--- config.mk ---
export PLATFORM = sky130hd
export DESIGN_NAME = move_sequencer
export DESIGN_NICKNAME = d
export VERILOG_FILES = /design/src/rtl/move_sequencer.sv
export SDC_FILE = /design/constraint.sdc
export NUM_CORES = 1
export LEC_CHECK = 0
export BUFFER_PORTS_ARGS = -buffer_cell sky130_fd_sc_hd__buf_2
export CORE_UTILIZATION = 45
export CTS_CLUSTER_SIZE = 40
export DETAILED_ROUTE_END_ITERATION = 8
export GPL_ROUTABILITY_DRIVEN = 0
export PLACE_DENSITY = 0.65
export SLEW_MARGIN = 20
export SYNTH_ARGS = -nofsm -noshare
export SYNTH_HDL_FRONTEND = slang
export SYNTH_SLANG_ARGS = --single-unit
export TNS_END_PERCENT = 100
--- constraint.sdc ---
create_clock -name clk -period 3.5 [get_ports clk]
set_input_delay 0.7 -clock clk [delete_from_list [all_inputs] [get_ports clk]]
set_output_delay 0.7 -clock clk [all_outputs]
set_load 0.1 [all_outputs]
--- src/rtl/move_sequencer.sv ---
// move_sequencer: paces gamepad / autonomous-path move commands onto a
// valid/ready link toward the robot motion datapath, at most one per frame gap.
// Optional feature macro: AUTO_REPEAT_EN (held-direction auto-repeat).
module move_sequencer #(
  parameter int unsigned REPEAT_FRAMES = 8,
  parameter int unsigned GAP_FRAMES    = 2
) (
  input  logic        clk,
  input  logic        reset,
  input  logic        vga_vs,
  input  logic [10:0] buttons,
  input  logic        auto_req,
  input  logic [2:0]  auto_cmd,
  output logic        auto_ack,
  output logic        cmd_valid,
  output logic [2:0]  cmd,
  input  logic        cmd_ready,
  output logic        mode_auto
);

  typedef enum logic [1:0] {
    S_IDLE,
    S_ISSUE,
    S_GAP
  } state_t;

  localparam logic [2:0] CMD_NOP   = 3'd0;
  localparam logic [2:0] CMD_CLEAN = 3'd5;
  localparam logic [8:0] GAP_LIM   = 9'(GAP_FRAMES);
  localparam logic [8:0] REP_LIM   = 9'(REPEAT_FRAMES);

  state_t      r_state;
  logic        r_vs_q;
  logic [6:0]  r_btn_prev;
  logic        r_mode_tgt;
  logic        r_mode;
  logic        r_valid;
  logic [2:0]  r_cmd;
  logic        r_ack;
  logic        r_src_auto;
  logic [4:0]  r_pend;
  logic [7:0]  r_gap_cnt;

  logic        w_tick;
  logic [6:0]  w_btn;
  logic [6:0]  w_edge;
  logic        w_mode_nxt;
  logic        w_handshake;
  logic [4:0]  w_rep;
  logic [4:0]  w_man;
  logic [4:0]  w_man_req;
  logic [8:0]  w_gap_inc;
  logic        w_auto_ok;
  logic        w_unused_btn;

  // Only up/down/left/right/a/b/start matter; bit 6 = start, bit 5 = b.
  assign w_btn        = {buttons[7], buttons[5:0]};
  assign w_unused_btn = ^{buttons[10:8], buttons[6]};
  assign w_tick       = vga_vs & ~r_vs_q;
  assign w_edge       = w_btn & ~r_btn_prev;
  assign w_handshake  = r_valid & cmd_ready;
  assign w_man        = w_tick ? (w_edge[4:0] | w_rep) : '0;
  assign w_man_req    = r_pend | w_man;
  assign w_gap_inc    = {1'b0, r_gap_cnt} + 9'd1;
  assign w_auto_ok    = (auto_cmd >= 3'd1) && (auto_cmd <= CMD_CLEAN);

  assign auto_ack  = r_ack;
  assign cmd_valid = r_valid;
  assign cmd       = r_cmd;
  assign mode_auto = r_mode;

  function automatic logic [2:0] f_pick(input logic [4:0] m);
    if (m[0])      return 3'd1;
    else if (m[1]) return 3'd2;
    else if (m[2]) return 3'd3;
    else if (m[3]) return 3'd4;
    else if (m[4]) return 3'd5;
    else           return CMD_NOP;
  endfunction

  // Frame-tick detection and button history sampled once per tick.
  always_ff @(posedge clk) begin
    if (reset) begin
      r_vs_q     <= 1'b0;
      r_btn_prev <= '0;
    end else begin
      r_vs_q <= vga_vs;
      if (w_tick) r_btn_prev <= w_btn;
    end
  end

  // Requested mode follows start/b edges; what is visible is frozen while a command is offered.
  always_comb begin
    w_mode_nxt = r_mode_tgt;
    if (w_tick && w_edge[6])                    w_mode_nxt = ~r_mode_tgt;
    else if (w_tick && w_edge[5] && r_mode_tgt) w_mode_nxt = 1'b0;
  end

  // Mode register pair: target tracks presses, mode_auto lags it across an open handshake.
  always_ff @(posedge clk) begin
    if (reset) begin
      r_mode_tgt <= 1'b0;
      r_mode     <= 1'b0;
    end else begin
      r_mode_tgt <= w_mode_nxt;
      if (r_state != S_ISSUE || w_handshake) r_mode <= w_mode_nxt;
    end
  end

`ifdef AUTO_REPEAT_EN
  logic [3:0] r_rep_dir;
  logic [7:0] r_rep_cnt;
  logic [3:0] w_held;
  logic [8:0] w_rep_inc;
  logic       w_rep_hit;

  assign w_rep_inc = {1'b0, r_rep_cnt} + 9'd1;
  assign w_rep_hit = w_tick && (w_held != '0) && (w_held == r_rep_dir) && (w_rep_inc >= REP_LIM);
  assign w_rep     = w_rep_hit ? {1'b0, w_held} : '0;

  // Highest-priority direction currently held, one-hot.
  always_comb begin
    w_held = '0;
    if (buttons[0])      w_held = 4'b0001;
    else if (buttons[1]) w_held = 4'b0010;
    else if (buttons[2]) w_held = 4'b0100;
    else if (buttons[3]) w_held = 4'b1000;
  end

  // Per-tick hold counter; restarts on release, on a priority change, or after firing.
  always_ff @(posedge clk) begin
    if (reset) begin
      r_rep_dir <= '0;
      r_rep_cnt <= '0;
    end else if (w_tick) begin
      if (w_held == '0 || w_held != r_rep_dir) begin
        r_rep_dir <= w_held;
        r_rep_cnt <= '0;
      end else if (w_rep_inc >= REP_LIM) begin
        r_rep_cnt <= '0;
      end else if (r_rep_cnt != '1) begin
        r_rep_cnt <= r_rep_cnt + 8'd1;
      end
    end
  end
`else
  logic w_unused_rep;
  assign w_unused_rep = ^REP_LIM;
  assign w_rep        = '0;
`endif

  // Command FSM: select in IDLE, hold offer in ISSUE, pace in GAP; manual presses during busy are pended.
  always_ff @(posedge clk) begin
    if (reset) begin
      r_state    <= S_IDLE;
      r_valid    <= 1'b0;
      r_cmd      <= CMD_NOP;
      r_ack      <= 1'b0;
      r_src_auto <= 1'b0;
      r_pend     <= '0;
      r_gap_cnt  <= '0;
    end else begin
      r_ack <= 1'b0;
      case (r_state)
        S_IDLE: begin
          if (r_mode) begin
            r_pend <= '0;
            // r_ack blocks re-taking the same request in the cycle it is being acknowledged.
            if (auto_req && !r_ack) begin
              if (w_auto_ok) begin
                r_cmd      <= auto_cmd;
                r_valid    <= 1'b1;
                r_src_auto <= 1'b1;
                r_state    <= S_ISSUE;
              end else begin
                r_ack <= 1'b1;
              end
            end
          end else if (w_man_req != '0) begin
            r_cmd      <= f_pick(w_man_req);
            r_valid    <= 1'b1;
            r_src_auto <= 1'b0;
            r_pend     <= '0;
            r_state    <= S_ISSUE;
          end
        end
        S_ISSUE: begin
          r_pend <= r_mode ? '0 : w_man_req;
          if (w_handshake) begin
            r_valid   <= 1'b0;
            r_cmd     <= CMD_NOP;
            r_ack     <= r_src_auto;
            r_gap_cnt <= '0;
            r_state   <= (GAP_LIM == 9'd0) ? S_IDLE : S_GAP;
          end
        end
        S_GAP: begin
          r_pend <= r_mode ? '0 : w_man_req;
          if (w_tick) begin
            if (w_gap_inc >= GAP_LIM) r_state <= S_IDLE;
            if (r_gap_cnt != '1) r_gap_cnt <= r_gap_cnt + 8'd1;
          end
        end
        default: r_state <= S_IDLE;
      endcase
    end
  end

endmodule
==> metrics <==
synthesized instance count=223; Final HPWL DP=2.53 mm; crit-path max FO=10; synth unique cells=50; first-pass GRT wire length=6.20 mm; Reg power frac=0.325; Gate power share=0.446; Max-cap violations=0; DR vias/cell=5.55; die area=4160 µm²; gr usage total=0.189; #FFs+latches synth=31; nets=about 260; status=completed; startpoint types=flop; Worst Tran Pin Value=just under 0.6 ns; clk slew on worst S/H paths=0.07 ns; Sw Ratio=0.425; setup tns final=0 ns; Pleak=0.764 nW; Die X=64.5 µm; fin cells=~290; DIE HEIGHT=64.5 µm; Hold Fails Final Rpt=0; I/O pins=25; Async SR Flop Fraction=0; Slew HR=0.611; total wire length=between 3 and 4 mm; crit path launch=r_gap_cnt[0]; Psw=568 µW; number of placed cells counting well taps=279; initial antenna violation count=0; maximum VDD drop=0.310 mV; unrepaired setup endpoints after global routing=no; cell area after synthesis=1760 µm²; FP Rows=22; Post-CTS Setup Inserts=0; clk root buf=clkbuf_8; Synthesis Warnings=0; period utilization=0.631; Cell Int Power=approximately 770 µW; PD cells=679 nW/µm²; FF/Latch Area=around 620 µm²; Clock Skews=about 0.005 ns; # diodes=0; Hold-fix buffers, CTS=0; Clock Path Buffers=2; worst min-delay path class=reg2reg; syn avg cell area=7.88 µm²; DRT Pass-1 Iters=4; filler cell count=362; Num CTS Buffers=5; Final Max Tran Viols=0; highest clock rate=0.452 GHz; multi-input logic area=1060 µm²; Setup CP Type=reg2reg; GR Overflow Total=0; Hold Path Origin=cmd[0]; largest net degree at the start of global routing=33; Post-synth EDFFs=0; area grow syn2layout=11.9%; Req. time, crit path=3.67 ns; Core ar.=between 3000 and 4000 µm²; Remaining DRCs=0; Post-CTS Resized=0; Port-buffer cells=20; DR WL/cell=~12 µm; CTS tree=built; Seq/Total Area, Yosys=0.353; Vias=1593; htree depth=2; Mapped Nets=247; CP endpoint kind=flop; critical path arrival=2.38 ns; number of clock sinks=31; DR iter-0 viols=90; ratio of cells with drive above 1 in the final layout=0.167; endpoints failing setup=0; vias in the first global route=1413; Fin Hold WS=0.448 ns; Clock Latency Late Sink=0.28 ns; top_reg_cell synth=dfxtp_1; fin crit period=2.21 ns; Clk pwr share=0.229; Initial Util=0.473; post-route ant nets=0; Worst R2R Start=r_gap_cnt[0]
-- cells in the final DEF (no fill, tap or decap), types with 2 or more instances in the layout --
cell	count
nand2_1	31
dfxtp_1	31
a21oi_1	26
nor2_1	23
buf_2	20
inv_1	8
nand3_1	8
clkbuf_8	7
o21ai_0	6
nor3_1	6
nand2b_1	5
a21o_1	5
ha_1	5
nand4_1	4
or3_1	4
and3_1	4
and4bb_2	4
a311oi_1	3
a31oi_1	3
xnor2_1	2
nor4_4	2
nor2b_1	2
o21a_1	2
a211o_1	2
nand3b_1	2
-- registers in the layout, summed over array words and instances, names as in the netlist --
register    flops
mode_auto       1
r_mode_tgt      1
auto_ack        1
r_vs_q          1
r_pend          5
cmd             3
r_state         2
r_btn_prev      7
r_src_auto      1
cmd_valid       1
r_gap_cnt       8
-- per-stage QoR --
| stage | cell area (µm²) | worst slack [ns] | total power [mW] | util |
|---|---|---|---|---|
| after detailed placement | 1870 | 1.30 | 1.04 | 0.502 |
| after floorplan | 1760 | 1.28 | 0.941 | - |
| after global placement | 1870 | 1.28 | 1.04 | 0.502 |
| after CTS | 1970 | 1.29 | 1.35 | 0.529 |
| after global routing | 1970 | 1.06 | 1.43 | 0.529 |
| final | 1970 | 1.29 | 1.34 | 0.529 |
-- kinds of logic (layout without fill, tap and decap cells) --
kind of cell | Yosys count | in the layout | share of synthesized area
buffers and inverters | 20 | 36 | 0.0463
DFF | 31 | 31 | 0.353
xor gates and xnor gates | 2 | 2 | 0.00997
and+or+nand+nor | 105 | 105 | 0.334
AOI/OAI and AO/OA | 59 | 59 | 0.216
muxes | 1 | 1 | 0.00569
adders and majority gates | 5 | 5 | 0.0356
-- cells in the mapped netlist (4+ instances only) --
cell type	instances	area [µm²]
or3_1	4	25.0
ha_1	5	62.6
nor3_1	6	30.0
o21ai_0	6	30.0
inv_1	8	30.0
dfxtp_1	31	621
buf_2	4	20.0
and3_1	4	25.0
nand2_1	31	116
a21oi_1	26	130
nand4_1	4	25.0
nor2_1	23	86.3
nand2b_1	5	31.3
clkbuf_1	6	22.5
and4bb_2	4	50.1
a21o_1	5	37.5
nand3_1	8	40.0
-- worst paths after layout --
path         cells after the start  slack, ns          to
max                              7       1.29  r_state[0]
min                              2       0.45      cmd[0]
max reg2reg                      7       1.29  r_state[0]
min reg2reg                      2       0.45      cmd[0]
-- worst max-delay path, cell delays in order (launching register included) --
cell and delay [ns]:
dfxtp_1 0.51, ha_1 0.37, nand3_1 0.20, xnor2_1 0.17, nor4b_1 0.31, o211ai_1 0.16, and3_1 0.22, o21a_1 0.16
-- power by group through the flow --
stage,registers (mW),clock network (mW),logic (mW)
2_1_floorplan,0.573,0,0.368
3_3_place_gp,0.441,0,0.597
3_5_place_dp,0.442,0,0.598
4_1_cts,0.434,0.317,0.599
5_1_grt,0.441,0.331,0.661
6_report,0.434,0.306,0.596
-- final cells by class --
cell class,count,area share
clock buffers,8,0.0509
inverters,8,0.0153
multi-input cells,172,0.537
flip-flops and latches,31,0.316
well taps,48,0.0305
repair buffers,20,0.0509
-- metal layers --
layer  wire length, µm  track usage  vias up
li1                  -            -      823
met1              1800        0.251      731
met2              1560        0.300       35
met3               153       0.0423        4
met4                42       0.0667        0
met5                 0            0        -
(Power assumes the default switching activity.)
